--- config.mk ---
export PLATFORM = sky130hd
export DESIGN_NAME = pwm_setting_ctrl_flat
export DESIGN_NICKNAME = d
export VERILOG_FILES = /design/src/rtl/pwm_setting_ctrl_pkg.sv /design/src/rtl/pwm_setting_ctrl_if.sv /design/src/rtl/pwm_setting_ctrl_btn_debounce.sv /design/src/rtl/pwm_setting_ctrl.sv /design/src/flat_wrapper.sv
export SDC_FILE = /design/constraint.sdc
export NUM_CORES = 1
export LEC_CHECK = 0
export CORE_AREA = 5 5 118 120
export CTS_BUF_LIST = sky130_fd_sc_hd__clkbuf_8
export DETAILED_ROUTE_END_ITERATION = 16
export DIE_AREA = 0 0 123 125
export GPL_ROUTABILITY_DRIVEN = 0
export GPL_TIMING_DRIVEN = 0
export PLACE_DENSITY_LB_ADDON = 0.2
export SYNTH_ARGS = -nofsm -noshare
export SYNTH_HDL_FRONTEND = slang
export SYNTH_SLANG_ARGS = --single-unit
--- constraint.sdc ---
create_clock -name clk -period 3.9 [get_ports clk]
set_clock_uncertainty 0.05 [all_clocks]
set_input_delay 0.39 -clock clk [delete_from_list [all_inputs] [get_ports clk]]
set_output_delay 0.39 -clock clk [all_outputs]
set_load 0.01 [all_outputs]
--- src/rtl/pwm_setting_ctrl_pkg.sv ---
// Shared limits, debounce state encoding and step helpers for the PWM setting controller.
package pwm_pkg;

  localparam int BF_MIN = 1;
  localparam int BF_MAX = 8;
  localparam int BC_MIN = 0;
  localparam int BC_MAX = 10;

  localparam int DEF_DEB_CYCLES = 500000;
  localparam int DEF_REPEAT_DLY = 25000000;
  localparam int DEF_REPEAT_PER = 10000000;
  localparam int DEF_BF_RST     = 1;
  localparam int DEF_BC_RST     = 5;

  typedef enum logic [1:0] {
    IDLE   = 2'd0,
    WAIT_P = 2'd1,
    HELD   = 2'd2,
    WAIT_R = 2'd3
  } deb_state_e;

  function automatic int max3(input int a, input int b, input int c);
    int m;
    m = (a > b) ? a : b;
    return (m > c) ? m : c;
  endfunction

  // One saturating step toward hi (inc=1) or lo (inc=0); never wraps.
  function automatic logic [3:0] step_sat(input logic [3:0] v, input logic inc,
                                          input logic [3:0] lo, input logic [3:0] hi);
    if (inc) return (v >= hi) ? v : v + 4'd1;
    return (v <= lo) ? v : v - 4'd1;
  endfunction

endpackage

--- src/rtl/pwm_setting_ctrl_if.sv ---
// Button inputs and setting outputs of the PWM setting controller.
interface pwm_setting_ctrl_if;
  logic       btn_up;
  logic       btn_down;
  logic       btn_mode;
  logic [3:0] bf;
  logic [3:0] bc;
  logic       opcion;
  logic       cambio;

  modport master (output btn_up, btn_down, btn_mode,
                  input  bf, bc, opcion, cambio);
  modport slave  (input  btn_up, btn_down, btn_mode,
                  output bf, bc, opcion, cambio);
endinterface

--- src/rtl/pwm_setting_ctrl_btn_debounce.sv ---
// Per-button synchronizer, debounce FSM and hold auto-repeat; emits registered step pulses.
module btn_debounce
  import pwm_pkg::*;
#(
  parameter int DEB_CYCLES = DEF_DEB_CYCLES,
  parameter int REPEAT_DLY = DEF_REPEAT_DLY,
  parameter int REPEAT_PER = DEF_REPEAT_PER,
  parameter bit REPEAT_EN  = 1'b1
) (
  input  logic clk,
  input  logic rst_n,
  input  logic btn_i,
  output logic pulse_o
);

  localparam int MAXP = max3(DEB_CYCLES, REPEAT_DLY, REPEAT_PER);
  localparam int CW   = (MAXP > 2) ? $clog2(MAXP) : 1;
  localparam logic [CW-1:0] DEB_LAST = CW'(DEB_CYCLES - 1);
  localparam logic [CW-1:0] DLY_LAST = CW'(REPEAT_DLY - 1);
  localparam logic [CW-1:0] PER_LAST = CW'(REPEAT_PER - 1);

  logic          sync1_q, sync2_q;
  deb_state_e    state_q, state_d;
  logic [CW-1:0] cnt_q, cnt_d;
  logic          rep_q, rep_d;
  logic          pulse_q, pulse_d;

  always_ff @(posedge clk or negedge rst_n) begin
    if (!rst_n) begin
      sync1_q <= 1'b0;
      sync2_q <= 1'b0;
      state_q <= IDLE;
      cnt_q   <= '0;
      rep_q   <= 1'b0;
      pulse_q <= 1'b0;
    end else begin
      sync1_q <= btn_i;
      sync2_q <= sync1_q;
      state_q <= state_d;
      cnt_q   <= cnt_d;
      rep_q   <= rep_d;
      pulse_q <= pulse_d;
    end
  end

  // In HELD the counter is reused as the repeat timer; rep_q selects first delay vs period.
  always_comb begin
    state_d = state_q;
    cnt_d   = cnt_q;
    rep_d   = rep_q;
    pulse_d = 1'b0;
    case (state_q)
      IDLE: begin
        if (sync2_q) begin
          state_d = WAIT_P;
          cnt_d   = CW'(1);
        end
      end
      WAIT_P: begin
        if (!sync2_q) begin
          state_d = IDLE;
        end else if (cnt_q >= DEB_LAST) begin
          state_d = HELD;
          pulse_d = 1'b1;
          cnt_d   = '0;
          rep_d   = 1'b0;
        end else begin
          cnt_d = cnt_q + CW'(1);
        end
      end
      HELD: begin
        if (!sync2_q) begin
          state_d = WAIT_R;
          cnt_d   = CW'(1);
        end else if (REPEAT_EN) begin
          if (cnt_q >= (rep_q ? PER_LAST : DLY_LAST)) begin
            pulse_d = 1'b1;
            cnt_d   = '0;
            rep_d   = 1'b1;
          end else begin
            cnt_d = cnt_q + CW'(1);
          end
        end
      end
      WAIT_R: begin
        if (sync2_q) begin
          state_d = HELD;
          cnt_d   = '0;
          rep_d   = 1'b0;
        end else if (cnt_q >= DEB_LAST) begin
          state_d = IDLE;
        end else begin
          cnt_d = cnt_q + CW'(1);
        end
      end
      default: state_d = IDLE;
    endcase
  end

  assign pulse_o = pulse_q;

endmodule

--- src/rtl/pwm_setting_ctrl.sv ---
// PWM setting registers: debounced up/down/mode buttons drive saturating bf/bc and the mode flag.
module pwm_setting_ctrl
  import pwm_pkg::*;
#(
  parameter int DEB_CYCLES = DEF_DEB_CYCLES,
  parameter int REPEAT_DLY = DEF_REPEAT_DLY,
  parameter int REPEAT_PER = DEF_REPEAT_PER,
  parameter int BF_RST     = DEF_BF_RST,
  parameter int BC_RST     = DEF_BC_RST
) (
  input  logic               clk,
  input  logic               rst_n,
  pwm_setting_ctrl_if.slave  bus
);

  logic       up_p, dn_p, md_p;
  logic [3:0] bf_q, bf_d;
  logic [3:0] bc_q, bc_d;
  logic       opcion_q, opcion_d;
  logic       cambio_q, cambio_d;

  btn_debounce #(.DEB_CYCLES(DEB_CYCLES), .REPEAT_DLY(REPEAT_DLY),
                 .REPEAT_PER(REPEAT_PER), .REPEAT_EN(1'b1))
    u_up   (.clk(clk), .rst_n(rst_n), .btn_i(bus.btn_up),   .pulse_o(up_p));
  btn_debounce #(.DEB_CYCLES(DEB_CYCLES), .REPEAT_DLY(REPEAT_DLY),
                 .REPEAT_PER(REPEAT_PER), .REPEAT_EN(1'b1))
    u_down (.clk(clk), .rst_n(rst_n), .btn_i(bus.btn_down), .pulse_o(dn_p));
  btn_debounce #(.DEB_CYCLES(DEB_CYCLES), .REPEAT_DLY(REPEAT_DLY),
                 .REPEAT_PER(REPEAT_PER), .REPEAT_EN(1'b0))
    u_mode (.clk(clk), .rst_n(rst_n), .btn_i(bus.btn_mode), .pulse_o(md_p));

  // Mode pulse wins over up/down; up+down together cancel.
  always_comb begin
    bf_d     = bf_q;
    bc_d     = bc_q;
    opcion_d = opcion_q;
    if (md_p) begin
      opcion_d = ~opcion_q;
    end else if (up_p ^ dn_p) begin
      if (opcion_q) bf_d = step_sat(bf_q, up_p, 4'(BF_MIN), 4'(BF_MAX));
      else          bc_d = step_sat(bc_q, up_p, 4'(BC_MIN), 4'(BC_MAX));
    end
    cambio_d = (bf_d != bf_q) || (bc_d != bc_q) || (opcion_d != opcion_q);
  end

  always_ff @(posedge clk or negedge rst_n) begin
    if (!rst_n) begin
      bf_q     <= 4'(BF_RST);
      bc_q     <= 4'(BC_RST);
      opcion_q <= 1'b1;
      cambio_q <= 1'b0;
    end else begin
      bf_q     <= bf_d;
      bc_q     <= bc_d;
      opcion_q <= opcion_d;
      cambio_q <= cambio_d;
    end
  end

  assign bus.bf     = bf_q;
  assign bus.bc     = bc_q;
  assign bus.opcion = opcion_q;
  assign bus.cambio = cambio_q;

endmodule
--- src/flat_wrapper.sv ---
// flat-port wrapper written by rule: the top's interface ports become plain ports
module pwm_setting_ctrl_flat import pwm_pkg::*;
#(
  parameter int DEB_CYCLES = DEF_DEB_CYCLES,
  parameter int REPEAT_DLY = DEF_REPEAT_DLY,
  parameter int REPEAT_PER = DEF_REPEAT_PER,
  parameter int BF_RST     = DEF_BF_RST,
  parameter int BC_RST     = DEF_BC_RST
)
  (clk, rst_n, bus_btn_up, bus_btn_down, bus_btn_mode, bus_bf, bus_bc, bus_opcion, bus_cambio);
  pwm_setting_ctrl_if bus_i ();
  input  logic clk;
  input  logic rst_n;
  input wire logic [$bits(bus_i.btn_up)-1:0] bus_btn_up;
  input wire logic [$bits(bus_i.btn_down)-1:0] bus_btn_down;
  input wire logic [$bits(bus_i.btn_mode)-1:0] bus_btn_mode;
  output wire logic [$bits(bus_i.bf)-1:0] bus_bf;
  output wire logic [$bits(bus_i.bc)-1:0] bus_bc;
  output wire logic [$bits(bus_i.opcion)-1:0] bus_opcion;
  output wire logic [$bits(bus_i.cambio)-1:0] bus_cambio;
  assign bus_i.btn_up = bus_btn_up;
  assign bus_i.btn_down = bus_btn_down;
  assign bus_i.btn_mode = bus_btn_mode;
  assign bus_bf = bus_i.bf;
  assign bus_bc = bus_i.bc;
  assign bus_opcion = bus_i.opcion;
  assign bus_cambio = bus_i.cambio;
  pwm_setting_ctrl #(.DEB_CYCLES(DEB_CYCLES), .REPEAT_DLY(REPEAT_DLY), .REPEAT_PER(REPEAT_PER), .BF_RST(BF_RST), .BC_RST(BC_RST)) u_core (.clk(clk), .rst_n(rst_n), .bus(bus_i));
endmodule
-- Word level (Yosys, flattened, before mapping)
Index checks and enable logic that the tools add are counted.
- add/sub/neg operators: 7
- multipliers: 0
- div/mod/pow operators: 0
- $lt $le $gt $ge: 9
- equal/unequal tests: 38
- shift-type cells: 0
- muxes and demuxes: 93
- bitwise operators: 2
- reductions and logical operators: 15
- operator list (kind ; number):
    $mux W25 ; 22
    $pmux W25 S4 ; 3
    $add A25 B1 Y25 const B ; 3
    $ge A25 B19 Y1 const B ; 3
    $mux W4 ; 14
    $ge A25 B25 Y1 ; 2
    $mux W2 ; 18
    $ne A2 B2 Y1 const B ; 17
    $mux W1 ; 29
    $ne A3 B3 Y1 const B ; 9
    $pmux W2 S4 ; 3
    $reduce_and A4 Y1 ; 4
    $eq A2 B2 Y1 const B ; 6
    $reduce_and A6 Y1 ; 2
    $add A4 B1 Y4 const B ; 2
    $ge A4 B4 Y1 const B ; 2
    $le A4 B1 Y1 const B ; 2
    $ne A4 B4 Y1 ; 2
    $sub A4 B1 Y4 const B ; 2
    $eq A2 B1 Y1 const B ; 3
    $logic_not A2 Y1 ; 3
    $pmux W1 S3 ; 2
    $reduce_and A3 Y1 ; 2
    $reduce_bool A3 Y1 ; 2
    other kinds (5) ; 7
- flip-flop bits (word level): 102
- latch bits: 0
- bits in writable memories: 0
- ROM bits: 0
- bits of input ports: 5
- output and inout port bits: 10
- word-level logic and storage cells: 185
- memories kept: 0

-- Logic depth before layout (Yosys ltp)
Gate-level depths: netlist (run 1).
- word-level depth: 11
- mapped depth: 10
- gate-level depth less buffers: 9

-- By module
Synthesis (run 1) repeated with hierarchy kept, for this count alone.
- cell total of the unflattened synthesis: 866
- area, all modules: 7678.6 sq um
- by module, submodules not included (module ; times used ; cells an instance ; area an instance (sq um) ; seq. area each (sq um)):
    btn_debounce (u_core.u_down ...) ; 2 ; 253 ; 2334.7 ; 775.7
    btn_debounce (u_core.u_mode) ; 1 ; 269 ; 2204.6 ; 750.7
    pwm_setting_ctrl ; 1 ; 91 ; 804.5 ; 255.2

-- Worst setup path before layout (run 1)
Ideal clock, no wire load.
- path type: reg-to-reg
- from: reg u_core.u_up.rep_q
- to: reg u_core.u_up.cnt_q[1]
- library setup time: 0.125 ns
- data arrival time: 2.662 ns
- data required time: 3.725 ns
- slack: 1.063 ns
- stages on the path, launching flop included: 11
- buffers on the path: 1
- clock period less this slack: 2.837 ns
- cells stage by stage: dfrtp_1 > inv_1 > ha_1 > nand4_1 > or4_1 > o32a_1 > and3_4 > a21oi_4 > buf_6 > nor3b_1 > mux2_2
- longest elaborated chain between the ends: 5
- RTL lines (what ; RTL line ; text):
    from (decl) ; pwm_setting_ctrl_btn_debounce.sv:25 ; logic rep_q, rep_d;
    from (signal assigned) ; pwm_setting_ctrl_btn_debounce.sv:41 ; rep_q <= rep_d;
    $mux W25 ; pwm_setting_ctrl_btn_debounce.sv:76 ; if (cnt_q >= (rep_q ? PER_LAST : DLY_LAST)) begin
    $ge A25 B25 Y1 ; pwm_setting_ctrl_btn_debounce.sv:76 ;
    $mux W25 ; pwm_setting_ctrl_btn_debounce.sv:76 ;
    $mux W25 ; pwm_setting_ctrl_btn_debounce.sv:72 ; if (!sync2_q) begin
    $pmux W25 S4 ; pwm_setting_ctrl_btn_debounce.sv:52 ; case (state_q)
    to (signal assigned) ; pwm_setting_ctrl_btn_debounce.sv:40 ; cnt_q <= cnt_d;
    to (decl) ; pwm_setting_ctrl_btn_debounce.sv:24 ; logic [CW-1:0] cnt_q, cnt_d;
No other way between the ends.
A chain may end at the register's enable or synchronous reset.

-- Worst setup path after layout (run 1)
- from: reg u_core.u_up.rep_q
- to: reg u_core.u_up.cnt_q[13]
Same word-level chain as after synthesis.

==> metrics.md, run 1 <==
| Metric | Value |
|---|---|
| Net count reported at finish | `830` |
| Tightest Hold Check Type | `flop to flop` |
| Busiest layer in global routing | `met2` |
| Fraction of layout cells with a size suffix above 1 | `7.52%` |
| Number of different library cells in the post-synthesis netlist | `75` |
| Max-Slew Margin vs Limit | `35.0%` |
| Mean instance size in the synthesized netlist | `9.04 um2` |
| Sort of element at the start of the critical path | `flop` |
| Leak | `0.00321 uW` |
| Worst-case reg-to-reg path depth | `10` |
| Leading cell types by total area after synthesis | `dfrtp_1, ha_1, nor2_1` |
| End of the worst register-to-register path | `u_core.u_up.cnt_q[13]$_DFFE_PN0P_` |
| M2 GR Usage | `33.6%` |
| Maximum number of pins on one net before global-route repair | `58` |
| Number of vias per cell after detailed routing | `6.05` |
| Cell type with the largest total area after synthesis | `dfrtp_1` |
| Clock-pin transition on the worst setup and hold timing paths | `90 ps` |
| Startpoint of the most critical register-to-register path | `u_core.u_up.rep_q$_DFFE_PN0P_` |
| Placed Cells | `944` |
| Worst Max-Slew Pin Slew | `968 ps` |
| Vias in the first global route | `5691` |
| Global-route wire length before repair | `25900 um` |
| N_diodes | `0` |
| Synthesized Nets | `803` |
| CTS sink cnt | `102` |
| Clock period minus worst slack | `3370 ps` |
| Peak clock frequency supported by timing | `297 MHz` |
| Internal reg-to-reg setup slack | `530 ps` |
| Maximum single-stage delay on the critical path | `560 ps` |
| Worst min-delay path startpoint | `u_core.u_up.sync1_q$_DFF_PN0_` |
| Data arrival time of the critical path | `3580 ps` |
| Effective utilization at floorplan | `52.9%` |
| Die width | `123 um` |
| Worst IR drop on VDD | `346 uV` |
| Met1 capacity usage during global routing | `26.3%` |
| MaxCap Viol Count | `0` |
| CORE AREA | `12900 um2` |
| Area growth from synthesis to layout | `8.84%` |
| CP Max Fanout | `10` |
| RSZ-0062 raised after global routing | `no` |
| Yosys synthesis warning count | `0` |
| Level count of the clock H-tree | `3` |
| Number of standard-cell rows in the floorplan | `42` |
| Async S/R FF share, synth | `100%` |
| Post-detailed-route count of antenna-violating nets | `0` |
| CTS tree | `yes` |
| Result of the run | `completed` |
| Clock latency of the later-clocked register in the worst-skew pair | `380 ps` |
| CP endpoint kind | `flop` |
| Top post-synthesis cells by count | `dfrtp_1, nor2_1, nand2_1, ha_1, a21oi_1` |
| Cell Pwr Density | `479 nW/um2` |
| Setup-failing EPs final | `0` |
| Most used standard cell by instance count after synthesis | `dfrtp_1` |
| DRT Pass-1 Iters | `5` |
| Ordered cell list for the critical path | `inv_1 > ha_1 > nand4_1 > or4_1 > o32a_1 > and3_4 > a21oi_4 > buf_6 > o31ai_1 > a22o_1` |
| Synth Flop Type | `dfrtp_1` |
| Wirelength per Cell | `15.5 um` |
| Critical Setup Path Class | `flop to flop` |
| Sum of negative setup slack | `0 ps` |
| Util after Layout | `57.6%` |
| Share of the cycle needed by the critical path after routing | `86.3%` |
| Hold Buf Count CTS | `1` |
| Total setup buffers inserted after CTS | `0` |
| Cell with the largest stage delay on the worst path | `dfrtp_1` |
| Number of buffers between clock root and the deepest sink | `2` |
| Number of buffers inserted during clock tree synthesis | `9` |
| Die Y | `125 um` |
| Number of antenna violations at the first check in global routing | `0` |
| Total via count after detailed routing | `5813` |
| CTS Root Buffer Type | `clkbuf_8` |
| Cell count after synthesis | `753` |
| Global router's overall resource usage | `20.1%` |
| Iteration-0 DRC Markers | `396` |
| Number of cells on the worst hold path | `0` |
| Yosys reg bits | `102` |
| DRC viols | `0` |
| DPL Wire Length | `10800 um` |
| WL final | `14900 um` |
| Die footprint | `15400 um2` |
| Post-route non-filler standard cell count | `961` |
| Port Buffers | `14` |
| Met3 demand-to-capacity share in global routing | `4.25%` |
| Critical path required time | `4120 ps` |
| Pins Over Slew Limit | `0` |
| Final global-route overflow total | `0` |
| Number of failing hold endpoints at the final stage | `0` |
| Sequential area share after synthesis | `37.6%` |
| Top-Level Pins | `15` |
| Count of flip-flops with a built-in enable after synthesis | `0` |
| Number of gates resized after cts | `0` |
| Cell area after synthesis | `6810 um2` |
| Worst hold path endpoint | `u_core.u_up.sync2_q$_DFF_PN0_` |
| Yosys top cell area share | `36.0%` |
## cell usage in the layout (no fill, tap or decap), drive strengths merged, types with 7 or more instances in the layout
cell type / instances
buf: 13
nor3: 31
nand4: 18
a22o: 27
and3: 23
or2: 7
a31oi: 11
a21oi: 36
nor4: 16
ha: 45
xor2: 15
dfrtp: 98
or3: 8
nand3: 32
nor2b: 23
nand2: 53
clkbuf: 28
a211oi: 9
o21ai: 29
xnor2: 18
inv: 34
o31ai: 21
nor2: 82
clkdlybuf4s50: 13
a21o: 8
## worst max-delay path by stage
stage | from | endpoint | cells after the start
3_3_place_gp | rst_n | u_core.u_mode.cnt_q[1]$_DFFE_PN0P_ | 1
4_1_cts | u_core.u_up.rep_q$_DFFE_PN0P_ | u_core.u_up.cnt_q[16]$_DFFE_PN0P_ | 10
6_report | u_core.u_up.rep_q$_DFFE_PN0P_ | u_core.u_up.cnt_q[13]$_DFFE_PN0P_ | 10
5_1_grt | u_core.u_up.rep_q$_DFFE_PN0P_ | u_core.u_up.cnt_q[17]$_DFFE_PN0P_ | 10
3_5_place_dp | u_core.u_up.rep_q$_DFFE_PN0P_ | u_core.u_up.cnt_q[16]$_DFFE_PN0P_ | 10
2_1_floorplan | u_core.u_up.rep_q$_DFFE_PN0P_ | u_core.u_up.cnt_q[1]$_DFFE_PN0P_ | 10
## critical path: cells and delay by family (launching register included)
| family | cells | cell delay [ps] |
|---|---|---|
| AOI/OAI and AO/OA | 4 | 950 |
| and+or+nand+nor | 3 | 930 |
| DFF | 1 | 560 |
| buffers and inverters | 2 | 430 |
| adders and majority gates | 1 | 340 |
## per-layer routing
layer	wire length, um	up-vias
met5	0	-
met4	234	0
met3	531	23
met2	7430	113
met1	6680	2845
li1	-	2832
## report_power, final
part,total (uW),switching (uW),internal [uW]
Sequential,1320,148,1170
Clock,716,362,354
Combinational,1510,888,623
## kinds of logic after synthesis
logic type / synth area share (%)
xor gates and xnor gates: 4.24
and+or+nand+nor: 24.8
adders and majority gates: 8.27
AOI/OAI and AO/OA: 20.8
muxes: 0.165
DFF: 37.6
buffers and inverters: 4.15
## state kept, by name (all words and copies together) (netlist names), named ones only
name,count
u_core.u_down.cnt_q,25
u_core.u_mode.cnt_q,25
u_core.u_up.cnt_q,25
u_core.bus.bc,4
u_core.bus.bf,4
u_core.bus.cambio,1
u_core.bus.opcion,1
u_core.u_down.pulse_o,1
u_core.u_down.rep_q,1
u_core.u_down.state_q,1
u_core.u_down.sync1_q,1
u_core.u_down.sync2_q,1
u_core.u_mode.pulse_o,1
u_core.u_mode.state_q,1
u_core.u_mode.sync1_q,1
u_core.u_mode.sync2_q,1
u_core.u_up.pulse_o,1
u_core.u_up.rep_q,1
u_core.u_up.state_q,1
u_core.u_up.sync1_q,1
u_core.u_up.sync2_q,1
## cell type report
class	count	area, um2
Fill cell	1188	5460
Multi-Input combinational cell	589	3970
Buffer	30	163
Sequential cell	102	2560
Timing Repair Buffer	16	175
Tap cell	176	220
Clock inverter	7	82.6
Inverter	32	120
Clock buffer	9	124
## through the flow
| step | hold slack, ps | cell area [um2] | worst slack [ps] | total power, uW |
|---|---|---|---|---|
| 3_3_place_gp | 288 | 7170 | -1420 | 2770 |
| 2_1_floorplan | 44.4 | 6810 | 1060 | 2450 |
| 6_report | 320 | 7410 | 534 | 3550 |
| 3_5_place_dp | 295 | 7190 | 520 | 2850 |
| 4_1_cts | 328 | 7410 | 497 | 3580 |
| 5_1_grt | 336 | 7410 | 358 | 3820 |
No activity file was read; power rests on OpenSTA's default activity.
==> inputs of run 2 (changes only) <==
- ABC_CLOCK_PERIOD_IN_PS: default -> 3900
- CAP_MARGIN: default -> 20
==> run 2 against run 1 <==
Against the previous run:
- flip-flop and latch count is the same
- critical path depth did not move
- global-route usage unchanged
- final cell count did not move
- sequential power is essentially flat
- worst setup slack stayed put
- critical endpoint unchanged
==> metrics.md, run 2 (synthesis results as in run 1) <==
| Metric | Value |
|---|---|
| Leak | `0.00321 uW (unchanged)` |
| Port Buffers | `14 (unchanged)` |
| DRT Pass-1 Iters | `5 (unchanged)` |
| Number of vias per cell after detailed routing | `6.05 (unchanged)` |
| Crit path setup slack, layout | `534 ps (unchanged)` |
| Registers with the most flip-flops | `u_core.u_down.cnt_q (25), u_core.u_mode.cnt_q (25), u_core.u_up.cnt_q (25)` |
| Clock-pin transition on the worst setup and hold timing paths | `90 ps (about the same)` |
| Vias in the first global route | `5691 (unchanged)` |
| Critical path required time | `4120 ps (about the same)` |
| Wirelength per Cell | `15.5 um (unchanged)` |
| Setup-failing EPs final | `0 (unchanged)` |
| Final instance area | `7410 um2 (unchanged)` |
| Clock period minus worst slack | `3370 ps (unchanged)` |
| Most common cell after layout, fill and taps aside | `dfrtp_1` |
| Data arrival time of the critical path | `3580 ps (about the same)` |
| Number of buffers inserted during clock tree synthesis | `9 (unchanged)` |
| Iteration-0 DRC Markers | `396 (unchanged)` |
| RSZ-0062 raised after global routing | `no` |
| Cell Pwr Density | `479 nW/um2 (unchanged)` |
| Sum of negative setup slack | `0 ps (unchanged)` |
| N_diodes | `0 (unchanged)` |
| DPL Wire Length | `10800 um (unchanged)` |
| Global router's overall resource usage | `20.1% (unchanged)` |
| Number of standard-cell rows in the floorplan | `42 (unchanged)` |
| Final global-route overflow total | `0 (unchanged)` |
| Cell area after placement | `7190 um2 (unchanged)` |
| CP Max Fanout | `10 (unchanged)` |
| CORE AREA | `12900 um2 (unchanged)` |
| Most frequent cells in the layout | `dfrtp_1, nor2_1, nand2_1, ha_1, inv_1` |
| WL final | `14900 um (unchanged)` |
| CTS sink cnt | `102 (unchanged)` |
| Share of the cycle needed by the critical path after routing | `86.3% (unchanged)` |
| Pins Over Slew Limit | `0 (unchanged)` |
| Die Y | `125 um (unchanged)` |
| Total via count after detailed routing | `5813 (unchanged)` |
| CTS tree | `yes` |
| Max-Slew Margin vs Limit | `35.0% (unchanged)` |
| Result of the run | `completed` |
| Critical Setup Path Class | `flop to flop` |
| Util after Layout | `57.6% (unchanged)` |
| Setup Slack @ Placement | `520 ps (unchanged)` |
| Die footprint | `15400 um2 (unchanged)` |
| Sort of element at the start of the critical path | `flop` |
| Effective utilization at floorplan | `52.9% (unchanged)` |
| Number of antenna violations at the first check in global routing | `0 (unchanged)` |
| CP endpoint kind | `flop` |
| Number of gates resized after cts | `0 (unchanged)` |
| Fill count | `1188 (unchanged)` |
| Number of buffers between clock root and the deepest sink | `2 (unchanged)` |
| Min Hold Slack | `320 ps (unchanged)` |
| MaxCap Viol Count | `0 (unchanged)` |
| Number of failing hold endpoints at the final stage | `0 (unchanged)` |
| Post-detailed-route count of antenna-violating nets | `0 (unchanged)` |
| Clock latency of the later-clocked register in the worst-skew pair | `380 ps (about the same)` |
| CTS Root Buffer Type | `clkbuf_8` |
| Worst IR drop on VDD | `346 uV (unchanged)` |
| Top-Level Pins | `15 (unchanged)` |
| Area growth from synthesis to layout | `8.84% (unchanged)` |
| Global-route wire length before repair | `25900 um (unchanged)` |
| Level count of the clock H-tree | `3 (unchanged)` |
| Fraction of layout cells with a size suffix above 1 | `7.52% (unchanged)` |
| DRC viols | `0 (unchanged)` |
| Tightest Hold Check Type | `flop to flop` |
| Worst Max-Slew Pin Slew | `968 ps (unchanged)` |
| Maximum number of pins on one net before global-route repair | `58 (unchanged)` |
| Net count reported at finish | `830 (unchanged)` |
| Peak clock frequency supported by timing | `297 MHz (unchanged)` |
| Die width | `123 um (unchanged)` |
[run 2: cell counts in the layout (fill, tap and decap cells not counted)]
No cell type changed its count.
[run 2: routing by layer]
layer / wire (um) / share of wire [%] / track usage (%) / vias to the layer above
met3: 531 / 3.6 / 4.25 / 23
met5: 0 / 0 / 0 / -
met2: 7430 / 50 / 33.6 / 113
met4: 234 / 1.6 / 5.93 / 0
li1: - / - / - / 2832
met1: 6680 / 45 / 26.3 / 2845
[run 2: final timing paths]
check	slack [ps]	endpoint	from	cells after the start
min reg2reg	320	u_core.u_up.sync2_q$_DFF_PN0_	u_core.u_up.sync1_q$_DFF_PN0_	0
min in group asynchronous	510	u_core.u_down.cnt_q[20]$_DFFE_PN0P_	rst_n	2
max in group asynchronous	2600	u_core.u_mode.cnt_q[7]$_DFFE_PN0P_	rst_n	3
max	530	u_core.u_up.cnt_q[13]$_DFFE_PN0P_	u_core.u_up.rep_q$_DFFE_PN0P_	10
min	320	u_core.u_up.sync2_q$_DFF_PN0_	u_core.u_up.sync1_q$_DFF_PN0_	0
max reg2reg	530	u_core.u_up.cnt_q[13]$_DFFE_PN0P_	u_core.u_up.rep_q$_DFFE_PN0P_	10
[run 2: through the flow]
stage	total power (uW)	cells
4_1_cts	3580	961
3_5_place_dp	2850	944
3_3_place_gp	2770	943
2_1_floorplan	2450	753
6_report	3550	961
5_1_grt	3820	961
[run 2: where the power goes]
group	switching (uW)	internal (uW)
Sequential	148	1170
Combinational	888	623
Clock	362	354
Total	1400	2150
[run 2: final cells by class]
class / count / area (um2) / share of cell area (%)
repair buffers: 16 / 175 / 2.36
multi-input cells: 589 / 3970 / 53.6
clock inverters: 7 / 82.6 / 1.11
plain buffers: 30 / 163 / 2.19
flip-flops and latches: 102 / 2560 / 34.5
clock buffers: 9 / 124 / 1.67
inverters: 32 / 120 / 1.62
well taps: 176 / 220 / 2.97
[run 2: critical path, stage by stage, from the launching register on]
cell     delay, ps
dfrtp_1        560
inv_1          240
ha_1           340
nand4_1        160
or4_1          560
o32a_1         330
and3_4         210
a21oi_4        280
buf_6          190
o31ai_1         90
a22o_1         250
[run 2: timing repair]
action                                 CTS  global route
endpoints found under the hold margin   41             0
hold buffers                             1             0
setup buffers                            0             0
==> inputs of run 3 (changes only) <==
- ABC_CLOCK_PERIOD_IN_PS: 3900 -> default
- SKIP_CTS_REPAIR_TIMING: default -> 1
==> run 3 against run 2 <==
Against the previous run:
- sequential share of layout area about the same
- first-iteration DRC count increased by 5.1%
- power barely moved
- count of clock-buffer cells in the layout did not move
- critical path type unchanged
- register-to-register slack is essentially flat
- fmax hardly changed
- the flow now finishes with violations (negative hold slack)
- critical endpoint unchanged
- die area unchanged
- core utilization is 0.078 points lower
==> metrics.md, run 3 (synthesis results as in run 1) <==
| Metric | Value |
|---|---|
| Vias in the first global route | `5688 (-0.053%)` |
| Number of buffers between clock root and the deepest sink | `2 (unchanged)` |
| Total power | `3550 uW (about the same)` |
| Data arrival time of the critical path | `3590 ps (about the same)` |
| Peak clock frequency supported by timing | `297 MHz (about the same)` |
| Registers with the most flip-flops | `u_core.u_down.cnt_q (25), u_core.u_mode.cnt_q (25), u_core.u_up.cnt_q (25)` |
| Global router's overall resource usage | `20.1% (unchanged)` |
| DRT Pass-1 Iters | `5 (unchanged)` |
| Die width | `123 um (unchanged)` |
| Worst-case reg-to-reg path depth | `10 (unchanged)` |
| Worst IR drop on VDD | `346 uV (+0.13%)` |
| Clock latency of the later-clocked register in the worst-skew pair | `380 ps (about the same)` |
| DRC viols | `0 (unchanged)` |
| Cell Pwr Density | `480 nW/um2 (+0.15%)` |
| Max-Slew Margin vs Limit | `36.1% (+1.1 points)` |
| Number of buffers and inverters on the critical path | `2 (unchanged)` |
| CORE AREA | `12900 um2 (unchanged)` |
| Most common cell after layout, fill and taps aside | `dfrtp_1` |
| Number of stages on the worst setup path | `10 (unchanged)` |
| Number of antenna violations at the first check in global routing | `0 (unchanged)` |
| Wirelength per Cell | `15.5 um (+0.36%)` |
| Critical path required time | `4120 ps (about the same)` |
| Die footprint | `15400 um2 (unchanged)` |
| Result of the run | `finished, violations left` |
| Number of failing hold endpoints at the final stage | `41 (+41)` |
| Failing checks | `negative hold slack` |
| Global-route wire length before repair | `25900 um (unchanged)` |
| Min Hold Slack | `-41.6 ps (-362 ps)` |
| Level count of the clock H-tree | `3 (unchanged)` |
| Die Y | `125 um (unchanged)` |
| DPL Wire Length | `10800 um (unchanged)` |
| Most frequent cells in the layout | `dfrtp_1, nor2_1, nand2_1, ha_1, inv_1` |
| N_diodes | `0 (unchanged)` |
| Number of vias per cell after detailed routing | `6.04 (-0.15%)` |
| Sum of negative setup slack | `0 ps (unchanged)` |
| Number of buffers inserted during clock tree synthesis | `9 (unchanged)` |
| MaxCap Viol Count | `0 (unchanged)` |
| Net count reported at finish | `829 (-0.12%)` |
| Setup-failing EPs final | `0 (unchanged)` |
| Fill count | `1189 (+0.084%)` |
| Share of the cycle needed by the critical path after routing | `86.4% (about the same)` |
| Critical Setup Path Class | `flop to flop` |
| Area growth from synthesis to layout | `8.69%` |
| Leak | `0.00320 uW (-0.13%)` |
| Port Buffers | `14 (unchanged)` |
| Clock-pin transition on the worst setup and hold timing paths | `90 ps (about the same)` |
| CTS tree | `yes` |
| CP Max Fanout | `10 (unchanged)` |
| Maximum single-stage delay on the critical path | `560 ps (about the same)` |
| Number of standard-cell rows in the floorplan | `42 (unchanged)` |
| Clock period minus worst slack | `3370 ps (+2.43 ps)` |
| Ordered cell list for the critical path | `inv_1 > ha_1 > nand4_1 > or4_1 > o32a_1 > and3_4 > a21oi_4 > buf_6 > o31ai_1 > a22o_1` |
| CTS Root Buffer Type | `clkbuf_8` |
| Cell with the largest stage delay on the worst path | `dfrtp_1` |
| Pins Over Slew Limit | `0 (unchanged)` |
| Top delay family on crit path | `compound AO/OA/AOI/OAI gates` |
| Post-detailed-route count of antenna-violating nets | `0 (unchanged)` |
| Total via count after detailed routing | `5798 (-0.26%)` |
| CTS sink cnt | `102 (unchanged)` |
| Storage cell area | `2560 um2 (unchanged)` |
| CP endpoint kind | `flop` |
| Effective utilization at floorplan | `52.9% (unchanged)` |
| Tightest Hold Check Type | `input pin to async pin` |
| RSZ-0062 raised after global routing | `no` |
| Maximum number of pins on one net before global-route repair | `58 (unchanged)` |
| WL final | `14900 um (+0.26%)` |
| Fraction of layout cells with a size suffix above 1 | `7.53% (+0.0096 points)` |
| Multi-input gate area in the final layout | `3970 um2 (unchanged)` |
| Iteration-0 DRC Markers | `416 (+5.1%)` |
| Util after Layout | `57.5% (-0.078 points)` |
| Final global-route overflow total | `0 (unchanged)` |
| Top-Level Pins | `15 (unchanged)` |
| Sort of element at the start of the critical path | `flop` |
| Worst Max-Slew Pin Slew | `953 ps (-15.7 ps)` |
[run 3: cell types whose count changed in the layout (fill, tap and decap cells not counted), sizes merged]
cell         before  now
dlygate4sd3       1    0
[run 3: per-layer routing]
layer	vias to the layer above	global-route usage, %	part of all wire, %	wire length (um)
met5	-	0	0	0
met4	0	5.93	1.7	251
met3	27	4.25	4.1	616
met2	131	33.6	49	7350
met1	2809	26.3	45	6700
li1	2831	-	-	-
[run 3: path summary, 6_finish.rpt]
kind	start	to	slack, ps
max	u_core.u_up.rep_q$_DFFE_PN0P_	u_core.u_up.cnt_q[13]$_DFFE_PN0P_	530
min	rst_n	u_core.u_down.cnt_q[20]$_DFFE_PN0P_	-40
max reg2reg	u_core.u_up.rep_q$_DFFE_PN0P_	u_core.u_up.cnt_q[13]$_DFFE_PN0P_	530
min reg2reg	u_core.u_up.sync1_q$_DFF_PN0_	u_core.u_up.sync2_q$_DFF_PN0_	320
max in group asynchronous	rst_n	u_core.u_mode.cnt_q[6]$_DFFE_PN0P_	3150
min in group clk	u_core.u_up.sync1_q$_DFF_PN0_	u_core.u_up.sync2_q$_DFF_PN0_	320
[run 3: stage by stage]
stage,std cells,cell area [um2],setup WS [ps],hold slack [ps]
global placement,943,7170,-1420,288
finish,960,7400,532,-41.6
global route,960,7400,358,1.54
CTS,960,7400,497,-32.7
floorplan,753,6810,1060,44.4
detailed placement,944,7190,520,295
[run 3: area by class of cell]
cell class	instances	area share [%]
Sequential cell	102	34.6
Timing Repair Buffer	15	2.23
Tap cell	176	2.98
Inverter	32	1.62
Clock buffer	9	1.67
Clock inverter	7	1.12
Buffer	30	2.20
Multi-Input combinational cell	589	53.6
[run 3: power by group]
group	switching [uW]	total [uW]	internal [uW]
Combinational	888	1510	623
Sequential	147	1320	1170
Clock	364	718	354
Total	1400	3550	2150
==> RTL edit 1: new RTL, config.mk and constraints of run 1 <==
Set the package constant `DEF_REPEAT_PER` to 40000000 (it was 10000000).
--- a/src/rtl/pwm_setting_ctrl_pkg.sv
+++ b/src/rtl/pwm_setting_ctrl_pkg.sv
@@ -8,7 +8,7 @@
 
   localparam int DEF_DEB_CYCLES = 500000;
   localparam int DEF_REPEAT_DLY = 25000000;
-  localparam int DEF_REPEAT_PER = 10000000;
+  localparam int DEF_REPEAT_PER = 40000000;
   localparam int DEF_BF_RST     = 1;
   localparam int DEF_BC_RST     = 5;
 
Formal check against the unedited RTL: same outputs for any inputs over 10 cycles, from zero or initial values and one cycle with rst_n low; that may be too few to reach the edited logic, so the function may still have changed.
==> RTL edit 1 against run 1 <==
  * Clock power down 6.8%
  * Routed wire length down 9.1%
  * Power down 16%
  * Worst setup slack worse by 0.0094 ns
  * Design area down 4.9%
  * Cell count down 3.5%
  * Area after synthesis down 5.1%
  * Worst hold slack worse by 0.0065 ns
  * Sequential cell count up 3
  * Critical path type unchanged
  * Critical endpoint is now u_core.u_down.cnt_q[21]$_DFFE_PN0P_
  * Largest cell class unchanged
==> RTL edit 1: results (changes against run 1) <==
ranking of synthesized cells by area dfrtp_1 (39%), ha_1 (7.9%), nor2_1 (4.9%); Avg Vias per Cell 5.76 (-4.9%); 1st-iter DRT viols 384 (-3.0%); vias in the first global route 5217 (-8.3%); Hold WS 0.313 ns (-0.00654 ns); Post-synth top cells dfrtp_1 (101), nor2_1 (85), nand2_1 (53), ha_1 (41), nand3_1 (36); syn nets 765 (-4.7%); XOR/XNOR share of the synthesized area 7.32% (+3.1 points); global-route wire length before repair 24000 um (-7.6%); Compound-Gate Fraction of Synth Area 15.6% (-5.1 points); P_leak 2.99 nW (-6.7%); post-synthesis mux area share 0.504% (+0.34 points); GRT Overall Usage 18.6% (-1.5 points); r2r startpoint u_core.u_down.rep_q$_DFFE_PN0P_; pin count of the biggest net entering global routing 69 (+19%); met3 WL post-DR 478 um (-10%); CP max-delay cell a311oi_1; Rel. slew slack 42.6% (+7.6 points); count of cell types in the netlist 65 (-13%); Post-Route WL 13500 um (-9.1%); Largest regs u_core.u_down.cnt_q (26), u_core.u_mode.cnt_q (26), u_core.u_up.cnt_q (26); Crit Reg-Reg Endpoint u_core.u_down.cnt_q[21]$_DFFE_PN0P_; crit-path max cell delay 0.72 ns (+0.16 ns); layout cells sized above 1 5.06% (-2.5 points); status complete, no violations; Place WS 0.515 ns (-0.00470 ns)
RTL edit 1: power breakdown:
part | switching, W | total [W] | internal, W
clock network | 0.000421 | 0.000667 | 0.000246
logic | 0.000612 | 0.00101 | 0.000401
registers | 0.000113 | 0.00130 | 0.00119
total | 0.00115 | 0.00298 | 0.00183
RTL edit 1: final cells by class:
class | count | area, sq um
multi-input combinational | 552 | 3590
clock inverter | 7 | 65.1
clock buffer | 9 | 124
tap | 176 | 220
buffer | 27 | 110
timing repair buffer | 16 | 175
sequential | 105 | 2630
inverter | 35 | 131
fill | 1192 | 5830
RTL edit 1: repair_timing:
action	4_1_cts	5_1_grt
resized for setup	0	0
hold buffers	1	0
hold endpoints to repair	33	0
buffers inserted	0	0
RTL edit 1: how the worst max path moves through the flow:
stage	start	endpoint	slack (ns)	cells past startpoint
2_1_floorplan	u_core.u_down.cnt_q[10]$_DFFE_PN0P_	u_core.u_down.cnt_q[17]$_DFFE_PN0P_	0.99	8
3_3_place_gp	rst_n	u_core.u_mode.cnt_q[19]$_DFFE_PN0P_	-1.63	1
3_5_place_dp	u_core.u_down.rep_q$_DFFE_PN0P_	u_core.u_down.cnt_q[3]$_DFFE_PN0P_	0.52	10
4_1_cts	u_core.u_down.rep_q$_DFFE_PN0P_	u_core.u_down.cnt_q[3]$_DFFE_PN0P_	0.52	10
5_1_grt	u_core.u_down.rep_q$_DFFE_PN0P_	u_core.u_down.cnt_q[3]$_DFFE_PN0P_	0.25	10
6_report	u_core.u_down.rep_q$_DFFE_PN0P_	u_core.u_down.cnt_q[21]$_DFFE_PN0P_	0.53	10
RTL edit 1: routing by layer:
layer / global-route usage (%) / vias to the layer above
li1: - / 2642
met1: 24.3 / 2575
met2: 31.4 / 104
met3: 3.75 / 14
met4: 5.15 / 0
met5: 0 / -
==> RTL edit 2: new RTL, config.mk and constraints of run 1 <==
Without the edit above. Re-encode `deb_state_e` (4 states) as one-hot, 4 bits wide.
--- a/src/rtl/pwm_setting_ctrl_pkg.sv
+++ b/src/rtl/pwm_setting_ctrl_pkg.sv
@@ -12,11 +12,11 @@
   localparam int DEF_BF_RST     = 1;
   localparam int DEF_BC_RST     = 5;
 
-  typedef enum logic [1:0] {
-    IDLE   = 2'd0,
-    WAIT_P = 2'd1,
-    HELD   = 2'd2,
-    WAIT_R = 2'd3
+  typedef enum logic [3:0] {
+    IDLE   = 4'b0001,
+    WAIT_P = 4'b0010,
+    HELD   = 4'b0100,
+    WAIT_R = 4'b1000
   } deb_state_e;
 
   function automatic int max3(input int a, input int b, input int c);
Check against the original RTL: same outputs for any inputs over 10 cycles, from zero or initial values and one cycle with rst_n low; not proved beyond that.
==> RTL edit 2 against run 1 <==
  * Sequential cell count increased by 6
  * Global-route usage rose by 0.24 points
  * Area after synthesis fell by 0.24%
  * Routed wire length rose by 2.4%
  * Count of clock-buffer cells in the layout increased by 2
  * Design area decreased by 0.27%
  * Non-clock buffer count is 2 higher
  * Worst setup slack got worse by 0.25 ns
Power is not compared: it rests on default switching activity, and its combinational part moved more than twofold at a synthesized area within 25%.
==> RTL edit 2: results (changes against run 1) <==
GRT Overall Usage 20.4% (+0.24 points); Layout clock area frac 2.74% (-0.043 points); #MultiIn Comb 602 (+2.2%); status complete, no violations; sequential standard cell area 2710 sq um (+6.0%); Avg Vias per Cell 6.08 (+0.50%); Placed Area 7180 sq um (-0.23%); register area share after synthesis 39.9% (+2.4 points); final-stage net count 845 (+1.8%); Synth-to-Final Area Change 8.80% (about the same); Worst Max-Slew Pin Slew 0.970 ns (+0.00170 ns); Post-synth top cells dfrtp_1 (101), nand2_1 (65), nor2_1 (65), o21ai_0 (47), nand3_1 (42); syn nets 818 (+1.9%); 1st-pass router iterations 6 (+1); Crit Reg-Reg Endpoint u_core.u_down.cnt_q[6]$_DFFE_PN0P_; worst r2r path cells 9 (-1); R2R setup slack 0.29 ns (-0.25 ns); wire length per cell 15.5 um (-0.15%); global-route wire length before repair 26100 um (+0.69%); Fillers 1153 (-2.9%); CP max-delay cell a2111oi_0; ranking of synthesized cells by area dfrtp_1 (37%), ha_1 (6.4%), nand2_1 (3.6%); CP Data Arrival Time 3.81 ns (+0.23 ns); count of cell types in the netlist 67 (-11%); 1st-iter DRT viols 400 (+1.0%); Seq cells 108 (+5.9%); total sequential power about 0.0012 W; Non-clock buffer share 4.33% (-0.22 points); layout cells sized above 1 5.68% (-1.8 points); Buffers, non-clock 48 (+4.3%); clock buffers 11 (+2); Multi-input gate area 3800 sq um (-4.2%); inverters 36 (+13%); crit-path max cell delay 0.62 ns (+0.06 ns); pin count of the biggest net entering global routing 66 (+14%); critical path startpoint u_core.u_down.rep_q$_DFFE_PN0P_
## RTL edit 2: cell count changes after synthesis, moves of 8 or more
| cell | before | now |
|---|---|---|
| and3_1 | 22 | 10 |
| nor2b_1 | 23 | 13 |
| o31ai_1 | 20 | 5 |
| nand3_1 | 31 | 42 |
| a22o_1 | 27 | 19 |
| or3_1 | 8 | 16 |
| a21o_1 | 8 | 23 |
| ha_1 | 45 | 35 |
| nand2b_1 | 6 | 16 |
| xor2_1 | 15 | 2 |
| o21ai_0 | 27 | 47 |
| nor2_1 | 81 | 65 |
| xnor2_1 | 18 | 8 |
| nand2_1 | 53 | 65 |
## RTL edit 2: per-stage QoR
stage / TNS [ns] / instances / hold slack (ns) / total power (W) / setup slack [ns]
floorplan: 0 / 778 / 0.0444 / 0.00142 / 1.25
global placement: -183.66 / 968 / 0.287 / 0.00151 / -1.80
detailed placement: 0 / 969 / 0.287 / 0.00152 / 0.409
CTS: 0 / 986 / 0.311 / 0.00225 / 0.329
global route: 0 / 986 / 0.315 / 0.00233 / 0.146
finish: 0 / 986 / 0.307 / 0.00222 / 0.288
## RTL edit 2: cell families (layout without fill, tap and decap cells)
logic type                 after synthesis  count (layout)  synth area share (%)
AOI/OAI and AO/OA                      211             211                  21.1
xor gates and xnor gates                10              10                  1.29
adders and majority gates               35              35                  6.45
buffers and inverters                   68             100                  4.13
DFF                                    108             108                  39.9
muxes                                    4               4                 0.608
and+or+nand+nor                        342             342                  26.5
## RTL edit 2: metal layers
layer | track usage (%) | part of all wire [%]
met1 | 28.3 | 47
met2 | 33.0 | 47
met3 | 3.07 | 4.4
met4 | 6.25 | 1.7
met5 | 0 | 0
## RTL edit 2: what timing repair did
action / in CTS / in global routing
endpoints found under the hold margin: 37 / 0
setup endpoints to repair: 0 / 0
setup buffers: 0 / 0
hold buffers: 1 / 0
